## config.mk

```make
export PLATFORM = sky130hd
export DESIGN_NAME = pixel_scheduler
export DESIGN_NICKNAME = d
export VERILOG_FILES = /design/src/rtl/common_defs.sv /design/src/rtl/raster_counter.sv /design/src/rtl/pixel_scheduler.sv
export SDC_FILE = /design/constraint.sdc
export NUM_CORES = 1
export LEC_CHECK = 0
export CAP_MARGIN = 10
export CELL_PAD_IN_SITES_DETAIL_PLACEMENT = 1
export CELL_PAD_IN_SITES_GLOBAL_PLACEMENT = 1
export CORE_ASPECT_RATIO = 2
export CORE_UTILIZATION = 36
export CTS_BUF_LIST = sky130_fd_sc_hd__clkbuf_8 sky130_fd_sc_hd__clkbuf_16
export CTS_CLUSTER_DIAMETER = 80
export CTS_CLUSTER_SIZE = 30
export DETAILED_ROUTE_END_ITERATION = 12
export HOLD_SLACK_MARGIN = 0.12
export PLACE_DENSITY_LB_ADDON = 0.1
export SYNTH_ARGS = -nofsm -noshare
export SYNTH_HDL_FRONTEND = slang
export SYNTH_SLANG_ARGS = --single-unit
```

## constraint.sdc

```tcl
create_clock -name clk -period 2.95 [get_ports clk]
set_clock_uncertainty 0.05 [all_clocks]
set_input_delay 0.59 -clock clk [delete_from_list [all_inputs] [get_ports clk]]
set_output_delay 0.59 -clock clk [all_outputs]
set_load 0.05 [all_outputs]
```

## src/rtl/common_defs.sv

```systemverilog
// Shared scheduler types: FSM state encoding, Q11.21 coordinate type and
// counter-width helper used by pixel_scheduler and raster_counter.
package common_defs;

    typedef logic [31:0] fp;

    localparam int unsigned COORD_FRAC_BITS = 21;

    typedef enum logic [1:0] {
        IDLE,
        ISSUE,
        DRAIN
    } sched_state_t;

    function automatic int unsigned cnt_width(input int unsigned n);
        return (n > 1) ? $clog2(n) : 1;
    endfunction

endpackage

```

## src/rtl/raster_counter.sv

```systemverilog
// Column/row raster counters for one frame; clear has priority over advance.
// line_wrap flags the last column, frame_last flags the last pixel of the frame.
module raster_counter
    import common_defs::*;
#(
    parameter int unsigned WIDTH  = 640,
    parameter int unsigned HEIGHT = 480,
    parameter int unsigned COL_W  = cnt_width(WIDTH),
    parameter int unsigned ROW_W  = cnt_width(HEIGHT)
) (
    input  logic             clk,
    input  logic             rst,
    input  logic             clear,
    input  logic             advance,
    output logic [COL_W-1:0] col,
    output logic [ROW_W-1:0] row,
    output logic             line_wrap,
    output logic             frame_last
);

    localparam logic [COL_W-1:0] COL_LAST = COL_W'(WIDTH - 1);
    localparam logic [ROW_W-1:0] ROW_LAST = ROW_W'(HEIGHT - 1);

    logic [COL_W-1:0] col_q, col_d;
    logic [ROW_W-1:0] row_q, row_d;

    always_comb begin
        col_d = col_q;
        row_d = row_q;
        if (clear) begin
            col_d = '0;
            row_d = '0;
        end else if (advance) begin
            if (col_q == COL_LAST) begin
                col_d = '0;
                row_d = (row_q == ROW_LAST) ? '0 : row_q + ROW_W'(1);
            end else begin
                col_d = col_q + COL_W'(1);
            end
        end
    end

    always_ff @(posedge clk or negedge rst) begin
        if (!rst) begin
            col_q <= '0;
            row_q <= '0;
        end else begin
            col_q <= col_d;
            row_q <= row_d;
        end
    end

    assign col        = col_q;
    assign row        = row_q;
    assign line_wrap  = (col_q == COL_LAST);
    assign frame_last = (col_q == COL_LAST) && (row_q == ROW_LAST);

endmodule

```

## src/rtl/pixel_scheduler.sv

```systemverilog
// Frame raster scheduler with credit-based flow control toward the ray generator.
// Optional PIXEL_SCHED_PERF_EN adds frame_cycles/stall_cycles performance counters.
module pixel_scheduler
    import common_defs::*;
#(
    parameter int unsigned SCREEN_WIDTH  = 640,
    parameter int unsigned SCREEN_HEIGHT = 480,
    parameter int unsigned MAX_INFLIGHT  = 16
) (
    input  logic                               clk,
    input  logic                               rst,
    input  logic                               start,
    input  logic                               abort,
    input  logic                               credit_return,
    output fp                                  screen_x,
    output fp                                  screen_y,
    output logic                               coords_valid,
    output logic                               pixel_last,
    output logic                               busy,
    output logic                               frame_done,
    output logic [$clog2(MAX_INFLIGHT+1)-1:0]  inflight,
    output logic                               credit_err
`ifdef PIXEL_SCHED_PERF_EN
    ,
    output logic [31:0]                        frame_cycles,
    output logic [31:0]                        stall_cycles
`endif
);

    localparam int unsigned COL_W = cnt_width(SCREEN_WIDTH);
    localparam int unsigned ROW_W = cnt_width(SCREEN_HEIGHT);
    localparam int unsigned IW    = $clog2(MAX_INFLIGHT + 1);
    localparam logic [IW-1:0] INFLIGHT_MAX = IW'(MAX_INFLIGHT);

    sched_state_t    state_q, state_d;
    logic [IW-1:0]   inflight_q, inflight_d;
    logic            aborted_q, aborted_d;
    logic            credit_err_q, credit_err_d;
    fp               screen_x_q, screen_x_d;
    fp               screen_y_q, screen_y_d;
    logic            coords_valid_q, coords_valid_d;
    logic            pixel_last_q, pixel_last_d;
    logic            busy_q, busy_d;
    logic            frame_done_q, frame_done_d;

    logic             issue;
    logic             cnt_clear;
    logic [COL_W-1:0] col;
    logic [ROW_W-1:0] row;
    logic             line_wrap;
    logic             frame_last;
    logic             last_pixel;

    raster_counter #(
        .WIDTH  (SCREEN_WIDTH),
        .HEIGHT (SCREEN_HEIGHT),
        .COL_W  (COL_W),
        .ROW_W  (ROW_W)
    ) u_raster (
        .clk        (clk),
        .rst        (rst),
        .clear      (cnt_clear),
        .advance    (issue),
        .col        (col),
        .row        (row),
        .line_wrap  (line_wrap),
        .frame_last (frame_last)
    );

    assign last_pixel = line_wrap & frame_last;

    always_comb begin
        state_d        = state_q;
        aborted_d      = aborted_q;
        credit_err_d   = credit_err_q;
        screen_x_d     = screen_x_q;
        screen_y_d     = screen_y_q;
        coords_valid_d = 1'b0;
        pixel_last_d   = 1'b0;
        frame_done_d   = 1'b0;
        issue          = 1'b0;
        cnt_clear      = 1'b0;

        unique case (state_q)
            IDLE: begin
                if (start) begin
                    state_d      = ISSUE;
                    cnt_clear    = 1'b1;
                    credit_err_d = 1'b0;
                    aborted_d    = 1'b0;
                end
            end
            ISSUE: begin
                // Credit check uses the registered count only: a credit in this
                // cycle cannot unblock issue at the limit.
                if (abort) begin
                    aborted_d = 1'b1;
                    state_d   = DRAIN;
                end else if (inflight_q < INFLIGHT_MAX) begin
                    issue          = 1'b1;
                    coords_valid_d = 1'b1;
                    screen_x_d     = fp'(col) << COORD_FRAC_BITS;
                    screen_y_d     = fp'(row) << COORD_FRAC_BITS;
                    pixel_last_d   = last_pixel;
                    if (last_pixel) begin
                        state_d = DRAIN;
                    end
                end
            end
            DRAIN: begin
                if (abort) begin
                    aborted_d = 1'b1;
                end
                if (inflight_q == '0) begin
                    frame_done_d = ~aborted_d;
                    state_d      = IDLE;
                end
            end
            default: state_d = IDLE;
        endcase

        // A spurious credit flags the error even in the cycle start clears it.
        if (credit_return && (inflight_q == '0)) begin
            credit_err_d = 1'b1;
        end

        inflight_d = inflight_q;
        if (issue && !credit_return) begin
            inflight_d = inflight_q + IW'(1);
        end else if (!issue && credit_return && (inflight_q != '0)) begin
            inflight_d = inflight_q - IW'(1);
        end

        busy_d = (state_d != IDLE);
    end

    always_ff @(posedge clk or negedge rst) begin
        if (!rst) begin
            state_q        <= IDLE;
            inflight_q     <= '0;
            aborted_q      <= 1'b0;
            credit_err_q   <= 1'b0;
            screen_x_q     <= '0;
            screen_y_q     <= '0;
            coords_valid_q <= 1'b0;
            pixel_last_q   <= 1'b0;
            busy_q         <= 1'b0;
            frame_done_q   <= 1'b0;
        end else begin
            state_q        <= state_d;
            inflight_q     <= inflight_d;
            aborted_q      <= aborted_d;
            credit_err_q   <= credit_err_d;
            screen_x_q     <= screen_x_d;
            screen_y_q     <= screen_y_d;
            coords_valid_q <= coords_valid_d;
            pixel_last_q   <= pixel_last_d;
            busy_q         <= busy_d;
            frame_done_q   <= frame_done_d;
        end
    end

    assign screen_x     = screen_x_q;
    assign screen_y     = screen_y_q;
    assign coords_valid = coords_valid_q;
    assign pixel_last   = pixel_last_q;
    assign busy         = busy_q;
    assign frame_done   = frame_done_q;
    assign inflight     = inflight_q;
    assign credit_err   = credit_err_q;

`ifdef PIXEL_SCHED_PERF_EN
    logic [31:0] frame_cycles_q, frame_cycles_d;
    logic [31:0] stall_cycles_q, stall_cycles_d;

    always_comb begin
        frame_cycles_d = frame_cycles_q;
        stall_cycles_d = stall_cycles_q;
        if ((state_q == IDLE) && start) begin
            frame_cycles_d = '0;
            stall_cycles_d = '0;
        end else begin
            if ((state_q != IDLE) && (frame_cycles_q != '1)) begin
                frame_cycles_d = frame_cycles_q + 32'd1;
            end
            if ((state_q == ISSUE) && (inflight_q == INFLIGHT_MAX) && (stall_cycles_q != '1)) begin
                stall_cycles_d = stall_cycles_q + 32'd1;
            end
        end
    end

    always_ff @(posedge clk or negedge rst) begin
        if (!rst) begin
            frame_cycles_q <= '0;
            stall_cycles_q <= '0;
        end else begin
            frame_cycles_q <= frame_cycles_d;
            stall_cycles_q <= stall_cycles_d;
        end
    end

    assign frame_cycles = frame_cycles_q;
    assign stall_cycles = stall_cycles_q;
`endif

endmodule

```

Word-level counts from Yosys, hierarchy flattened
Index checks and enable logic that the tools add are counted.
{"block": "totals", "elab_cells": 77, "output_inout_bits": 74, "input_bits": 5, "reg_bits": 51}
{"block": "op_classes", "add_sub_neg": 4, "n_lt_le_gt_ge": 1, "bitwise": 3, "n_eq_ne": 5, "reduce_logical": 21, "muxes": 31}
{"op": "$mux 9", "count": 4}
{"op": "$mux 10", "count": 3}
{"op": "$mux 1", "count": 15}
{"op": "$reduce_bool 2->1", "count": 6}
{"op": "$add 10x1->10 const B", "count": 1}
{"op": "$eq 10x10->1 const B", "count": 1}
{"op": "$mux 2", "count": 5}
{"op": "$mux 5", "count": 2}
{"op": "$add 9x1->9 const B", "count": 1}
{"op": "$eq 9x9->1 const B", "count": 1}
{"op": "$pmux 2 s3", "count": 1}
{"op": "$reduce_and 2->1", "count": 3}
{"op": "$add 5x1->5 const B", "count": 1}
{"op": "$logic_and 1x1->1", "count": 5}
{"op": "$logic_not 5->1", "count": 1}
{"op": "$lt 5x5->1 const B", "count": 1}
{"op": "$reduce_bool 5->1", "count": 1}
{"op": "$sub 5x1->5 const B", "count": 1}
{"op": "$pmux 1 s3", "count": 1}
{"op": "$reduce_and 3->1", "count": 1}
{"op": "$reduce_bool 3->1", "count": 1}
{"op": "$eq 2x1->1 const B", "count": 1}
{"op": "$eq 2x2->1 const B", "count": 1}
{"op": "$logic_not 1->1", "count": 2}
{"op": "other kinds (4)", "count": 5}

Longest topological paths before layout
{"block": "depth", "ltp_word": 9, "ltp_mapped": 12}

Modules after synthesis
From an unflattened synthesis, not the netlist that was laid out.
{"block": "hier_totals", "cells_unflattened": 256, "hier_area_um2": 2825.2}
{"mod": "pixel_scheduler", "area_each_um2": 1784.2, "n_inst": 1, "seq_area_each_um2": 800.8, "cells_per_inst": 149}
{"mod": "raster_counter", "area_each_um2": 1041.0, "n_inst": 1, "seq_area_each_um2": 475.5, "cells_per_inst": 107}

Worst setup path after synthesis
Ideal clock, no wire load.
{"block": "synth_path", "path_kind": "register to register", "from": "register inflight_q[4] (netlist: inflight[4])", "to": "register inflight_q[3] (netlist: inflight[3])", "required_ns": 2.775, "setup_slack_ns": 0.499, "period_less_slack_ns": 2.451, "stages_incl_launch_ff": 10, "arrival_time_ns": 2.277, "setup_time_ns": 0.125, "cell_sequence": "dfrtp_1 -> or3b_1 -> buf_6 -> clkinv_8 -> nand2b_1 -> ha_1 -> a21o_1 -> a21oi_1 -> xnor2_1 -> mux2_2"}
{"block": "synth_between", "elab_chain_len": 8}
{"item": "from (decl)", "line": "pixel_scheduler.sv:36", "text": "logic [IW-1:0] inflight_q, inflight_d;"}
{"item": "from (signal assigned)", "line": "pixel_scheduler.sv:151", "text": "inflight_q <= inflight_d;"}
{"item": "$lt 5x5->1", "line": "pixel_scheduler.sv:99", "text": "end else if (inflight_q < INFLIGHT_MAX) begin"}
{"item": "$mux 1", "line": "pixel_scheduler.sv:99"}
{"item": "$mux 1", "line": "pixel_scheduler.sv:96", "text": "if (abort) begin"}
{"item": "$mux 1", "line": "pixel_scheduler.sv:84", "text": "unique case (state_q)"}
{"item": "$logic_not 1->1", "line": "pixel_scheduler.sv:130", "text": "end else if (!issue && credit_return && (inflight_q != '0)) begin"}
{"item": "$logic_and 1x1->1 (2 in series)", "line": "pixel_scheduler.sv:130"}
{"item": "$reduce_bool 2->1 (no source line)"}
Parallel ways exist; a longest one is shown, timed or not.
A chain may end at the register's enable or synchronous reset.

Worst setup path in the final report
{"block": "layout_path", "from": "register state_q[1]", "to": "register inflight_q[3] (netlist: inflight[3])"}
{"block": "layout_between", "elab_chain_len": 6}
{"item": "from (decl)", "line": "pixel_scheduler.sv:35", "text": "sched_state_t state_q, state_d;"}
{"item": "from (signal assigned)", "line": "pixel_scheduler.sv:150", "text": "state_q <= state_d;"}
{"item": "$eq 2x1->1 *", "line": "pixel_scheduler.sv:84"}
{"item": "$mux 1 *", "line": "pixel_scheduler.sv:84"}
{"item": "$logic_not 1->1", "line": "pixel_scheduler.sv:130"}
{"item": "$logic_and 1x1->1 (2 in series)", "line": "pixel_scheduler.sv:130"}
{"item": "$reduce_bool 2->1 (no source line)"}
Mark *: on every way between the ends. The rest lies on a longest branch, timed or not.

==> results.json <==
{
  "status": "completed",
  "nFillCells": 928,
  "seq_power_share_pct": 35.3,
  "grt_setup_unrepaired": "no",
  "power_frac_clock_pct": 24.3,
  "num_vias": 2071,
  "numClockSinks": 51,
  "wl_per_cell_um": 14.2,
  "postSynthCellCount": 306,
  "fmax_mhz": 384,
  "switching_power_w": 0.00103,
  "post-dp-hpwl_um": 4660,
  "worst_slack_ns": 0.344,
  "tightestPinTransition_ns": 0.557,
  "critical_path.most_common_cell": "ha_1",
  "grt_overflow": 0,
  "r2r-start": "state_q[1]",
  "grt_max_degree": 28,
  "tns_ns": 0,
  "p_total_w": 0.00249,
  "place_ws_ns": 0.0181,
  "crit_type": "flop to flop",
  "drt-total-wl_um": 6230,
  "grt_pass1_vias": 2180,
  "dieArea_mm2": 0.00820,
  "synthArstFlopShare_pct": 100,
  "netlist_area_mm2": 0.00282,
  "r2r_setup_slack_ns": 0.34,
  "p_int_w": 0.00147,
  "cts_resized": 0,
  "critPathBufInv": 2,
  "cts_tree": "built",
  "postCtsSetupBuffers": 0,
  "setup_viol": 0,
  "ys_warn_count": 0,
  "grt_pass1_wl_um": 10600,
  "num_io_pins": 79,
  "first_pass_iters": 4,
  "fin_crit_sh_pct": 88.3,
  "via_per_inst": 4.71,
  "core.rowCount": 45,
  "hold_viol": 0,
  "fin_util_pct": 43.0,
  "cp_slowest_stage_delay_ns": 0.48,
  "cp_max_fo": 6,
  "initial_core_util_pct": 37.1,
  "ir_worst_vdd_mv": 0.430,
  "cts_root_buf": "clkbuf_16",
  "drive_gt1_share_pct": 6.65,
  "clockBufferDepth": 2,
  "antennaDiodeCount": 0,
  "h-tree-depth": 2,
  "slew_violations": 0,
  "nets": 361,
  "gp_congestion": 0.808,
  "cts_hold_buffers": 0,
  "port_buffers": 33,
  "synth_cell_types": 45,
  "synth_enable_flop_cells": 0,
  "min_period_ns": 2.61,
  "crit_arrival_ns": 2.74,
  "synth_seq_cells": 51,
  "track_usage_pct": 17.2,
  "p_comb_share_pct": 40.4,
  "numCtsBuffers": 5,
  "power.density_mw_per_mm2": 763,
  "required_ns": 3.08,
  "drc_errors": 0,
  "relSlewSlack_pct": 62.9,
  "drt_iter0_markers": 92,
  "coreArea_mm2": 0.00760,
  "hp-class": "primary input to async pin",
  "critPathCaptureType": "flop",
  "critPathTopFamily": "simple AND/OR/NAND/NOR gates",
  "die_h_um": 127,
  "switching_share_pct": 41.1,
  "ys.flop_type": "dfrtp_1",
  "ys_seq_area_share_pct": 45.3,
  "avgSynthCellArea_um2": 9.20,
  "cp_slowest_cell": "or3b_1",
  "die_x_um": 64.5,
  "start_kind": "flop",
  "path_clk_slew_ns": 0.07,
  "final_antenna_net_count": 0,
  "cap_violations": 0,
  "clock_latency_ns": 0.29,
  "antenna_found_initial": 0,
  "area_delta_synth_final_pct": 16.0,
  "crit_start": "state_q[1]",
  "crit_chain": "inv_1 -> ha_1 -> or3b_1 -> clkinv_8 -> nand2b_1 -> ha_1 -> a21o_1 -> a21oi_1 -> xnor2_1 -> mux2_2",
  "p_leak_nw": 1.61
}
power by group through the flow:
stage          Sequential, W  Clock (W)  Combinational [W]
2_1_floorplan        0.00109          0           0.000562
3_3_place_gp        0.000897          0            0.00100
3_5_place_dp        0.000893          0            0.00102
4_1_cts             0.000884   0.000622            0.00103
5_1_grt             0.000895   0.000657            0.00109
6_report            0.000881   0.000605            0.00101
worst reg2reg max path: cells and delay by family (launching register included):
kind                     cells  cell delay, ns
flip-flops                   1            0.46
XOR/XNOR                     1            0.08
buffers and inverters        2            0.19
multiplexers                 1            0.25
AND/OR/NAND/NOR              2            0.63
AO/OA/AOI/OAI                2            0.35
adder cells (fa/ha/maj)      2            0.50
per-layer routing:
metal | share of wire, % | track usage, % | up-vias
met3 | 3.2 | 2.23 | 7
met1 | 38 | 16.8 | 1011
met2 | 57 | 34.1 | 59
li1 | - | - | 994
met4 | 1.8 | 7.58 | 0
met5 | 0 | 0 | -
cell families after synthesis:
group | count (synthesis) | synth area share, %
AOI/OAI and AO/OA | 36 | 7.86
xor gates and xnor gates | 13 | 4.04
adders and majority gates | 11 | 5.15
buffers and inverters | 62 | 15.0
DFF | 51 | 45.3
muxes | 2 | 0.755
other | 1 | 0.133
and+or+nand+nor | 130 | 21.7
Yosys cell counts, types with 2 or more instances:
cell	instances	area, um2
a21o_1	3	22.5
a21oi_1	14	70.1
a31oi_1	2	12.5
and2_1	2	12.5
and4_1	4	35.0
buf_4	45	338
clkbuf_1	7	26.3
dfrtp_1	51	1280
ha_1	10	125
inv_1	7	26.3
nand2_1	68	255
nand3_1	10	50.1
nand4_1	4	25.0
nor2_1	22	82.6
nor2b_1	3	18.8
nor3_1	6	30.0
o21ai_0	9	45.0
xnor2_1	3	26.3
xor2_1	10	87.6
layout make-up:
class	count	area [um2]	share of cell area (%)
clock buffer	7	153	4.67
timing repair buffer	42	393	12.0
sequential	51	1280	39.1
inverter	8	42.5	1.30
multi-input combinational	237	1280	39.2
tap	94	118	3.60
clock inverter	1	3.75	0.115
through the flow:
stage	cells	area, um2	hold slack, ns
after floorplan	350	2980	0.244
after CTS	440	3270	0.255
after detailed placement	432	3110	0.379
final	440	3270	0.231
after global placement	432	3110	0.382
after global routing	440	3270	0.279
worst paths after layout:
check,to,cells past startpoint
max,inflight[3],10
min,u_raster.col[6],1
max reg2reg,inflight[3],10
min reg2reg,frame_done,1
max in group asynchronous,aborted_q,2
min in group clk,frame_done,1
state kept, by name, indices dropped and copies added (netlist names):
name / count
screen_y: 9
coords_valid: 1
state_q: 2
inflight: 5
busy: 1
frame_done: 1
aborted_q: 1
pixel_last: 1
u_raster.col: 10
screen_x: 10
u_raster.row: 9
credit_err: 1
cell usage in the layout (no fill, tap or decap), types with 2 or more instances in the layout:
master	n
xnor2_1	3
o21ai_0	9
xor2_1	10
buf_4	9
a21o_1	3
ha_1	10
nor2_1	22
nand3_1	10
nor3_1	6
nand2_1	68
inv_1	8
clkbuf_16	5
conb_1	45
dfrtp_1	51
nand4_1	4
a21oi_1	14
clkdlybuf4s50_1	32
a31oi_1	2
and4_1	4
nor2b_1	3
and2_1	2
clkbuf_8	2
No activity file was read; power rests on OpenSTA's default activity.
